File: src/rtl/cache_cmd_seq_if.sv
// Cache-side command bus: sequencer drives cmd/PID/datain/datavalid,
// cache answers with wd/outvalid/dataout/pagefault.
interface cache_cmd_seq_if;
  logic [1:0] cmd;
  logic [3:0] PID;
  logic [7:0] datain;
  logic       datavalid;
  logic       wd;
  logic       outvalid;
  logic [7:0] dataout;
  logic       pagefault;

  modport master (
    output cmd, PID, datain, datavalid,
    input  wd, outvalid, dataout, pagefault
  );

  modport slave (
    input  cmd, PID, datain, datavalid,
    output wd, outvalid, dataout, pagefault
  );
endinterface

File: src/rtl/cache_cmd_seq.sv
// Host-to-cache command sequencer: runs one write/read/load transaction at a time,
// feeding write bytes from a small FIFO and returning read bytes plus a status.
module cache_cmd_seq #(
  parameter int unsigned FIFO_DEPTH = 4,
  parameter int unsigned LOAD_LEN   = 21,
  parameter int unsigned TIMEOUT    = 255
) (
  input  logic                  clk,
  input  logic                  rst,
  input  logic                  req_valid,
  output logic                  req_ready,
  input  logic [1:0]            req_op,
  input  logic [3:0]            req_pid,
  input  logic [5:0]            req_len,
  input  logic [7:0]            wbyte,
  input  logic                  wbyte_valid,
  output logic                  wbyte_ready,
  cache_cmd_seq_if.master       cif,
  output logic [7:0]            rd_data,
  output logic                  rd_valid,
  output logic                  done,
  output logic [1:0]            status,
  output logic                  busy
);
  localparam logic [2:0] S_IDLE = 3'd0;
  localparam logic [2:0] S_WR   = 3'd1;
  localparam logic [2:0] S_RD   = 3'd2;
  localparam logic [2:0] S_LD   = 3'd3;
  localparam logic [2:0] S_DONE = 3'd4;

  localparam int unsigned AW = $clog2(FIFO_DEPTH);
  localparam int unsigned CW = $clog2(LOAD_LEN + 1);
  localparam logic [AW:0]   FIFO_FULL = (AW+1)'(FIFO_DEPTH);
  localparam logic [CW-1:0] LD_LAST   = CW'(LOAD_LEN);
  localparam logic [7:0]    TMO       = 8'(TIMEOUT);

  logic [2:0]    state_q, state_d;
  logic [3:0]    pid_q, pid_d;
  logic [5:0]    len_q, len_d, sent_q, sent_d;
  logic [CW-1:0] cnt_q, cnt_d;
  logic [7:0]    timer_q, timer_d;
  logic [1:0]    pstat_q, pstat_d;
  logic [1:0]    cmd_q, cmd_d;
  logic [7:0]    datain_q, datain_d;
  logic          datavalid_q, datavalid_d;
  logic [7:0]    rd_data_q, rd_data_d;
  logic          rd_valid_q, rd_valid_d;
  logic          done_q, done_d;
  logic [1:0]    status_q, status_d;

  logic [7:0]    mem_q [FIFO_DEPTH];
  logic [7:0]    mem_d [FIFO_DEPTH];
  logic [AW-1:0] wptr_q, wptr_d, rptr_q, rptr_d;
  logic [AW:0]   count_q, count_d;

  logic push, pop, flush, progress, finish;
  logic [1:0] fin_stat;

  assign req_ready     = (state_q == S_IDLE);
  assign busy          = (state_q != S_IDLE);
  assign wbyte_ready   = (count_q != FIFO_FULL);
  assign cif.cmd       = cmd_q;
  assign cif.PID       = pid_q;
  assign cif.datain    = datain_q;
  assign cif.datavalid = datavalid_q;
  assign rd_data       = rd_data_q;
  assign rd_valid      = rd_valid_q;
  assign done          = done_q;
  assign status        = status_q;

  always_comb begin
    state_d     = state_q;
    pid_d       = pid_q;
    len_d       = len_q;
    sent_d      = sent_q;
    cnt_d       = cnt_q;
    timer_d     = timer_q;
    pstat_d     = pstat_q;
    cmd_d       = cmd_q;
    datain_d    = datain_q;
    datavalid_d = 1'b0;
    rd_data_d   = rd_data_q;
    rd_valid_d  = 1'b0;
    done_d      = 1'b0;
    status_d    = status_q;
    pop         = 1'b0;
    flush       = 1'b0;
    progress    = 1'b0;
    finish      = 1'b0;
    fin_stat    = 2'b00;
    case (state_q)
      S_IDLE: if (req_valid) begin
        pid_d   = req_pid;
        len_d   = req_len;
        sent_d  = '0;
        cnt_d   = '0;
        timer_d = '0;
        case (req_op)
          2'b01: begin state_d = S_RD; cmd_d = 2'b01; end
          2'b11: begin state_d = S_LD; cmd_d = 2'b11; end
          2'b10: if (req_len != '0) begin state_d = S_WR; cmd_d = 2'b10; end
                 else finish = 1'b1;
          default: finish = 1'b1;
        endcase
      end
      S_WR, S_RD, S_LD: begin
        // pagefault wins over any byte movement in the same cycle
        if (cif.pagefault) begin
          finish   = 1'b1;
          fin_stat = 2'b01;
          flush    = 1'b1;
        end else if (state_q == S_WR) begin
          if (cif.wd && !datavalid_q && (count_q != '0) && (sent_q < len_q)) begin
            datain_d    = mem_q[rptr_q];
            datavalid_d = 1'b1;
            pop         = 1'b1;
            progress    = 1'b1;
            sent_d      = sent_q + 1'b1;
            if (sent_d == len_q) finish = 1'b1;
          end
        end else if (cif.outvalid) begin
          rd_data_d  = cif.dataout;
          rd_valid_d = 1'b1;
          progress   = 1'b1;
          cnt_d      = cnt_q + 1'b1;
          if ((state_q == S_RD) || (cnt_d == LD_LAST)) finish = 1'b1;
        end
        if (!cif.pagefault) begin
          if (progress) timer_d = '0;
          else if ((timer_q + 8'd1) == TMO) begin
            finish   = 1'b1;
            fin_stat = 2'b10;
            flush    = 1'b1;
          end else timer_d = timer_q + 8'd1;
        end
      end
      S_DONE: begin
        done_d   = 1'b1;
        status_d = pstat_q;
        state_d  = S_IDLE;
      end
      default: state_d = S_IDLE;
    endcase
    if (finish) begin
      state_d = S_DONE;
      cmd_d   = 2'b00;
      pstat_d = fin_stat;
    end
  end

  // A full FIFO refuses pushes even when a pop frees a slot this cycle.
  always_comb begin
    mem_d   = mem_q;
    wptr_d  = wptr_q;
    rptr_d  = rptr_q;
    count_d = count_q;
    push    = wbyte_valid && wbyte_ready && !flush;
    if (flush) begin
      wptr_d  = '0;
      rptr_d  = '0;
      count_d = '0;
    end else begin
      if (push) begin
        mem_d[wptr_q] = wbyte;
        wptr_d        = wptr_q + 1'b1;
      end
      if (pop) rptr_d = rptr_q + 1'b1;
      case ({push, pop})
        2'b10:   count_d = count_q + 1'b1;
        2'b01:   count_d = count_q - 1'b1;
        default: count_d = count_q;
      endcase
    end
  end

  always_ff @(posedge clk or negedge rst) begin
    if (!rst) begin
      state_q     <= S_IDLE;
      pid_q       <= '0;
      len_q       <= '0;
      sent_q      <= '0;
      cnt_q       <= '0;
      timer_q     <= '0;
      pstat_q     <= '0;
      cmd_q       <= '0;
      datain_q    <= '0;
      datavalid_q <= 1'b0;
      rd_data_q   <= '0;
      rd_valid_q  <= 1'b0;
      done_q      <= 1'b0;
      status_q    <= '0;
      mem_q       <= '{default: '0};
      wptr_q      <= '0;
      rptr_q      <= '0;
      count_q     <= '0;
    end else begin
      state_q     <= state_d;
      pid_q       <= pid_d;
      len_q       <= len_d;
      sent_q      <= sent_d;
      cnt_q       <= cnt_d;
      timer_q     <= timer_d;
      pstat_q     <= pstat_d;
      cmd_q       <= cmd_d;
      datain_q    <= datain_d;
      datavalid_q <= datavalid_d;
      rd_data_q   <= rd_data_d;
      rd_valid_q  <= rd_valid_d;
      done_q      <= done_d;
      status_q    <= status_d;
      mem_q       <= mem_d;
      wptr_q      <= wptr_d;
      rptr_q      <= rptr_d;
      count_q     <= count_d;
    end
  end
endmodule
File: src/flat_wrapper.sv
// flat-port wrapper written by rule: the top's interface ports become plain ports
module cache_cmd_seq_flat 
#(
  parameter int unsigned FIFO_DEPTH = 4,
  parameter int unsigned LOAD_LEN   = 21,
  parameter int unsigned TIMEOUT    = 255
)
  (clk, rst, req_valid, req_ready, req_op, req_pid, req_len, wbyte, wbyte_valid, wbyte_ready, rd_data, rd_valid, done, status, busy, cif_cmd, cif_PID, cif_datain, cif_datavalid, cif_wd, cif_outvalid, cif_dataout, cif_pagefault);
  cache_cmd_seq_if cif_i ();
  input  logic clk;
  input  logic rst;
  input  logic req_valid;
  output logic req_ready;
  input  logic [1:0] req_op;
  input  logic [3:0] req_pid;
  input  logic [5:0] req_len;
  input  logic [7:0] wbyte;
  input  logic wbyte_valid;
  output logic wbyte_ready;
  output logic [7:0] rd_data;
  output logic rd_valid;
  output logic done;
  output logic [1:0] status;
  output logic busy;
  output wire logic [$bits(cif_i.cmd)-1:0] cif_cmd;
  output wire logic [$bits(cif_i.PID)-1:0] cif_PID;
  output wire logic [$bits(cif_i.datain)-1:0] cif_datain;
  output wire logic [$bits(cif_i.datavalid)-1:0] cif_datavalid;
  input wire logic [$bits(cif_i.wd)-1:0] cif_wd;
  input wire logic [$bits(cif_i.outvalid)-1:0] cif_outvalid;
  input wire logic [$bits(cif_i.dataout)-1:0] cif_dataout;
  input wire logic [$bits(cif_i.pagefault)-1:0] cif_pagefault;
  assign cif_cmd = cif_i.cmd;
  assign cif_PID = cif_i.PID;
  assign cif_datain = cif_i.datain;
  assign cif_datavalid = cif_i.datavalid;
  assign cif_i.wd = cif_wd;
  assign cif_i.outvalid = cif_outvalid;
  assign cif_i.dataout = cif_dataout;
  assign cif_i.pagefault = cif_pagefault;
  cache_cmd_seq #(.FIFO_DEPTH(FIFO_DEPTH), .LOAD_LEN(LOAD_LEN), .TIMEOUT(TIMEOUT)) u_core (.clk(clk), .rst(rst), .req_valid(req_valid), .req_ready(req_ready), .req_op(req_op), .req_pid(req_pid), .req_len(req_len), .wbyte(wbyte), .wbyte_valid(wbyte_valid), .wbyte_ready(wbyte_ready), .cif(cif_i), .rd_data(rd_data), .rd_valid(rd_valid), .done(done), .status(status), .busy(busy));
endmodule
File: config.mk
export PLATFORM = sky130hd
export DESIGN_NAME = cache_cmd_seq_flat
export DESIGN_NICKNAME = d
export VERILOG_FILES = /design/src/rtl/cache_cmd_seq_if.sv /design/src/rtl/cache_cmd_seq.sv /design/src/flat_wrapper.sv
export SDC_FILE = /design/constraint.sdc
export NUM_CORES = 1
export LEC_CHECK = 0
export CAP_MARGIN = 0
export CORE_MARGIN = 2
export CORE_UTILIZATION = 30
export DETAILED_ROUTE_END_ITERATION = 6
export PLACE_DENSITY = 0.52
export SETUP_SLACK_MARGIN = 0.4
export SLEW_MARGIN = 25
export SYNTH_ARGS = -nofsm -noshare
export SYNTH_HDL_FRONTEND = slang
export SYNTH_SLANG_ARGS = --single-unit
File: constraint.sdc
create_clock -name clk -period 5.5 [get_ports clk]
set_input_delay 0.55 -clock clk [delete_from_list [all_inputs] [get_ports clk]]
set_output_delay 0.55 -clock clk [all_outputs]
set_load 0.01 [all_outputs]
==> results of run 1 <==
stage by stage:
step | hold WS [ns] | instances | area (um^2)
3_5_place_dp | 0.433 | 687 | 5730
6_report | 0.0565 | 703 | 6070
4_1_cts | 0.0544 | 703 | 6070
5_1_grt | 0.0616 | 703 | 6070
3_3_place_gp | 0.430 | 687 | 5730
2_1_floorplan | 0.254 | 420 | 4900
cells by family after synthesis:
group | share of synthesized area [%]
AND/OR/NAND/NOR | 13.4
multiplexers | 18.5
AO/OA/AOI/OAI | 8.07
adder cells (fa/ha/maj) | 4.49
XOR/XNOR | 2.86
buffers and inverters | 3.68
flip-flops | 49.0
registers in the layout, indices dropped and copies added (netlist names):
signal,count
u_core.cif.datain,8
u_core.cnt_q,5
u_core.len_q,6
u_core.rptr_q,2
u_core.sent_q,6
u_core.mem_q,32
u_core.timer_q,8
u_core.count_q,3
u_core.wptr_q,2
u_core.state_q,3
u_core.rd_valid,1
u_core.pstat_q,2
u_core.cif.datavalid,1
u_core.done,1
u_core.rd_data,8
u_core.status,2
u_core.cif.cmd,2
u_core.cif.PID,4
power groups by stage:
stage | Sequential, W | Clock, W | Combinational (W)
final | 0.00121 | 0.000721 | 0.00122
after global routing | 0.00125 | 0.000765 | 0.00135
after CTS | 0.00121 | 0.000741 | 0.00124
after detailed placement | 0.00121 | 0 | 0.00124
after global placement | 0.00121 | 0 | 0.00121
after floorplan | 0.00117 | 0 | 0.000844
final timing paths:
kind	end	startpoint	cells after the start	slack, ns
setup / recovery	u_core.count_q[2]	u_core.sent_q[3]	14	2.11
hold / removal	u_core.timer_q[4]	rst	1	0.06
setup reg to reg	u_core.count_q[2]	u_core.sent_q[3]	14	2.11
hold reg to reg	u_core.status[0]	u_core.status[0]	2	0.49
max in group asynchronous	u_core.mem_q[25]	rst	2	4.43
min in group clk	u_core.status[0]	u_core.status[0]	2	0.49
layer usage:
metal | track usage [%] | vias up | wire [um]
met5 | 0 | - | 0
met3 | 3.88 | 13 | 460
met2 | 22.1 | 60 | 5320
met4 | 4.53 | 0 | 155
met1 | 16.2 | 1658 | 4980
li1 | - | 1593 | -
cells in the final DEF, fill, tap and decap left out, types with 3 or more instances in the layout:
| cell | n |
|---|---|
| dfrtp_1 | 96 |
| clkdlybuf4s50_1 | 63 |
| nand2_1 | 54 |
| mux2_4 | 32 |
| nor2_1 | 26 |
| inv_1 | 20 |
| mux2_2 | 20 |
| o21ai_0 | 19 |
| ha_1 | 16 |
| a21oi_1 | 15 |
| nand3_1 | 14 |
| clkbuf_16 | 9 |
| mux4_2 | 8 |
| xnor2_1 | 8 |
| xor2_1 | 8 |
| nor2b_1 | 5 |
| and3_1 | 5 |
| nor3_1 | 4 |
| nand4_1 | 4 |
| or2_2 | 3 |
| bufinv_16 | 3 |
critical path, delay by kind of cell, from the launching register on:
| kind | cells | cell delay (ns) |
|---|---|---|
| AOI/OAI and AO/OA | 1 | 0.16 |
| xor gates and xnor gates | 2 | 0.26 |
| adders and majority gates | 3 | 0.97 |
| buffers and inverters | 1 | 0.36 |
| DFF | 1 | 0.46 |
| and+or+nand+nor | 7 | 1.06 |
cell type report:
type | count | area, um^2 | share of cell area (%)
multi-input cells | 288 | 2320 | 38.3
flip-flops and latches | 96 | 2400 | 39.6
clock inverters | 5 | 104 | 1.71
clock buffers | 11 | 233 | 3.83
inverters | 21 | 78.8 | 1.30
repair buffers | 66 | 657 | 10.8
well taps | 216 | 270 | 4.45
==> results.json, run 1 <==
{
  "netlist_top_cells_area": "dfrtp_1 49%, mux2_4 9.8%, mux2_2 4.6%",
  "vdd_drop_max_uv": 187,
  "cts_tree": "yes",
  "final_antenna_net_count": 0,
  "rsz0062_at_grt": "no",
  "firstDrtPassIters": 6,
  "antenna_cells": 0,
  "dieArea_um2": 17400,
  "clk_latency_ns": 0.35,
  "grt_pass1_wl_mm": 18.2,
  "clock-root-buffer": "clkbuf_16",
  "core_um2": 15900,
  "cts_resized": 0,
  "synth_area_leader_cell": "dfrtp_1",
  "ctsHoldBuffers": 0,
  "yosysWarnings": 0,
  "synth_top_flop_cell": "dfrtp_1",
  "postCtsSetupBuffers": 0,
  "clkTransAtPathRegs_ns": 0.07,
  "power_density_nw_per_um2": 518,
  "relSlewSlack_pct": 48.1,
  "grt_pass1_vias": 3484,
  "drc": 0,
  "syn_area_per_cell_um2": 11.7,
  "critPathSlowestCell": "dfrtp_1",
  "cts_buffers": 9,
  "synthCells": 420,
  "synth_top_area_share_pct": 49.0,
  "grt_util_all_layers_pct": 13.2,
  "die_w_um": 132,
  "switchingPower_w": 0.00102,
  "io_pins": 65,
  "dp_hpwl_mm": 7.68,
  "clock_path_buffers": 2,
  "status": "finished, final reports clean",
  "post_drt_wl_per_cell_um": 15.5,
  "ys_seq_area_share_pct": 49.0,
  "rows": 46,
  "max_stage_delay_ns": 0.46,
  "ys_top_cells_by_count": "96 x dfrtp_1, 54 x nand2_1, 32 x mux2_4",
  "crit_path_max_fanout": 21,
  "pwr-share-clk_pct": 22.9,
  "vias": 3324,
  "power_frac_seq_pct": 38.3,
  "swShare_pct": 32.3,
  "fin_ws_ns": 2.11,
  "gp_congestion": 0.813,
  "setup-violations-final": 0,
  "synth_nets": 472,
  "clock_skew_ns": 0.00694,
  "final_nets": 534,
  "syn_area_um2": 4900,
  "internal_power_w": 0.00213,
  "cp-end-kind": "flop",
  "viasPerCell": 4.73,
  "pre_cts_slack_ns": 1.73,
  "fmax_ghz": 0.295,
  "finish.utilization_pct": 38.1,
  "hold_violations": 0,
  "drt-initial-drc-count": 178,
  "path_cells": "ha_1, a21oi_1, nor2_1, nor3_2, nand2b_2, inv_2, nand4b_4, nand2_1, ha_1, fa_1, xnor2_1, nor2_1, xnor2_1, nor2_1",
  "drive_above_1_share_pct": 18.5,
  "io_buffers": 64,
  "crit_path_start_kind": "flop",
  "gr-total-overflow": 0,
  "tightest_slew_ns": 0.779,
  "clock-sinks": 96,
  "slew_violations": 0,
  "setup_tns_ns": 0,
  "finalCriticalPeriod_ns": 3.39,
  "areaGrowthSynthToFinish_pct": 23.8,
  "cp.required_ns": 5.74,
  "nFillCells": 1575,
  "hold_class": "input pin to asynchronous set/reset pin",
  "cellLeakagePower_nw": 2.70,
  "crit_type": "flop to flop",
  "drv_cap": 0,
  "ys_types": 63,
  "drt-total-wl_mm": 10.9,
  "htree_levels": 3,
  "antenna_found_initial": 0,
  "crit_path_frequent_cell": "nor2_1",
  "yosysMostFrequentCell": "dfrtp_1",
  "initial_core_util_pct": 30.7,
  "die_h_um": 132,
  "ys_seq_elements": 96,
  "ys_async_sr_fraction_pct": 100,
  "power_frac_comb_pct": 38.8,
  "p_total_w": 0.00315,
  "synth_edf_count": 0,
  "period_share_pct": 61.7,
  "cp_data_arrival_time_ns": 3.63,
  "grt_max_degree": 81
}
Power figures use the tool's default switching activity.
==> run 2, diff against run 1 <==
--- a/config.mk
+++ b/config.mk
@@ -9,7 +9,7 @@
 export CORE_MARGIN = 2
 export CORE_UTILIZATION = 30
 export DETAILED_ROUTE_END_ITERATION = 6
-export PLACE_DENSITY = 0.52
+export PLACE_DENSITY = 0.53
 export SETUP_SLACK_MARGIN = 0.4
 export SLEW_MARGIN = 25
 export SYNTH_ARGS = -nofsm -noshare
==> constraint.sdc (replaced) <==
create_clock -name clk -period 2.85 [get_ports clk]
set_input_delay 0.285 -clock clk [delete_from_list [all_inputs] [get_ports clk]]
set_output_delay 0.285 -clock clk [all_outputs]
set_load 0.01 [all_outputs]
==> results.json, run 2 (synthesized netlist as in run 1, its figures left out) <==
{
  "status": "finished, final reports clean",
  "dieArea_um2": 17400,
  "grt_pass1_wl_mm": 19.2,
  "clock-sinks": 96,
  "grt_util_all_layers_pct": 14.0,
  "clk_latency_ns": 0.35,
  "relSlewSlack_pct": 59.4,
  "die_w_um": 132,
  "period_share_pct": 90.0,
  "crit_type": "flop to flop",
  "final_nets": 558,
  "power_density_nw_per_um2": 955,
  "clock_skew_ns": 0.00721,
  "finalCriticalPeriod_ns": 2.56,
  "firstDrtPassIters": 4,
  "drive_above_1_share_pct": 24.5,
  "io_pins": 65,
  "reg2reg_slack_ns": 0.29,
  "final_antenna_net_count": 0,
  "fmax_ghz": 0.390,
  "drv_cap": 0,
  "clock_path_buffers": 2,
  "crit_path_max_fanout": 6,
  "htree_levels": 3,
  "die_h_um": 132,
  "largest_reg_flops": 32,
  "fin_cells": 727,
  "slew_violations": 0,
  "final_common_cell": "dfrtp_1",
  "post_drt_wl_per_cell_um": 15.5,
  "antenna_found_initial": 0,
  "hold_class": "flop to flop",
  "dp.cells": 704,
  "cts_buffers": 9,
  "drt-total-wl_mm": 11.2,
  "antenna_cells": 0,
  "cts_tree": "yes",
  "core_um2": 15900,
  "setup_tns_ns": 0,
  "setup-violations-final": 0,
  "cp.required_ns": 3.08,
  "clkTransAtPathRegs_ns": 0.07,
  "drt-initial-drc-count": 137,
  "cp_data_arrival_time_ns": 2.80,
  "crit_path_start_kind": "flop",
  "vdd_drop_max_uv": 397,
  "vias": 3454,
  "layout_common_cells": "95 x dfrtp_1, 63 x clkdlybuf4s50_1, 53 x nand2_1",
  "design_area_um2": 6300,
  "cellLeakagePower_nw": 2.80,
  "rows": 46,
  "initial_core_util_pct": 30.7,
  "grt_max_degree": 54,
  "areaGrowthSynthToFinish_pct": 28.5,
  "cp-end-kind": "flop",
  "tightest_slew_ns": 0.609,
  "finish.utilization_pct": 39.5,
  "dp_hpwl_mm": 7.84,
  "grt_pass1_vias": 3695,
  "gp_congestion": 0.810,
  "clock-root-buffer": "clkbuf_16",
  "hold_violations": 0,
  "gr-total-overflow": 0,
  "regMostFlops": "u_core.mem_q",
  "viasPerCell": 4.75,
  "io_buffers": 64,
  "dpl_cell_area_um2": 5930,
  "rsz0062_at_grt": "yes",
  "drc": 0
}
==> run 2: final cells by class <==
type | count | area (um^2)
Sequential cell | 96 | 2400
Inverter | 21 | 78.8
Multi-Input combinational cell | 288 | 2370
Timing Repair Buffer | 90 | 898
Clock inverter | 6 | 42.5
Clock buffer | 10 | 239
Tap cell | 216 | 270
Fill cell | 1544 | 9640
==> run 2: worst paths after layout <==
kind | start | end | cells after the start
worst max register to register | u_core.timer_q[0] | u_core.count_q[2] | 12
worst max-delay path | u_core.timer_q[0] | u_core.count_q[2] | 12
worst min register to register | u_core.cif.datain[2] | u_core.cif.datain[2] | 2
min in group asynchronous | rst | u_core.rd_valid | 2
max in group asynchronous | rst | u_core.mem_q[14] | 3
worst min-delay path | u_core.cif.datain[2] | u_core.cif.datain[2] | 2
==> run 2: what timing repair did <==
item,in CTS,in global routing
endpoints found under the hold margin,43,0
hold buffers,1,0
setup endpoints to repair,34,36
pin swaps,5,2
resized for setup,3,4
buffers inserted,6,0
==> run 2: per-stage QoR <==
stage,power [W],worst slack [ns],hold WS (ns)
global route,0.00646,0.137,0.520
finish,0.00602,0.286,0.478
floorplan,0.00389,0.301,-0.0106
global placement,0.00476,0.0548,0.326
CTS,0.00610,0.274,0.485
detailed placement,0.00484,-0.00561,0.338
==> run 2: power breakdown <==
group | internal, W | total [W] | switching [W]
Clock | 0.000617 | 0.00116 | 0.000544
Combinational | 0.00148 | 0.00258 | 0.00109
Sequential | 0.00190 | 0.00228 | 0.000377
==> run 2: metal layers <==
| layer | track usage (%) | vias to the layer above | wire length [um] | share of wire [%] |
|---|---|---|---|---|
| met4 | 4.65 | 0 | 181 | 1.6 |
| met5 | 0 | - | 0 | 0 |
| met2 | 23.2 | 70 | 5480 | 49 |
| met3 | 3.88 | 16 | 444 | 3.9 |
| li1 | - | 1641 | - | - |
| met1 | 17.5 | 1727 | 5140 | 46 |
==> run 2: worst max-delay path: stages, from the launching register on <==
cell	delay, ns
dfrtp_1	0.44
ha_1	0.22
nand3_1	0.16
o21a_1	0.25
o21a_1	0.23
nand4b_4	0.12
nand2_2	0.07
ha_4	0.18
fa_2	0.34
xnor2_1	0.13
nor2_1	0.12
xnor2_1	0.13
nor2_1	0.06
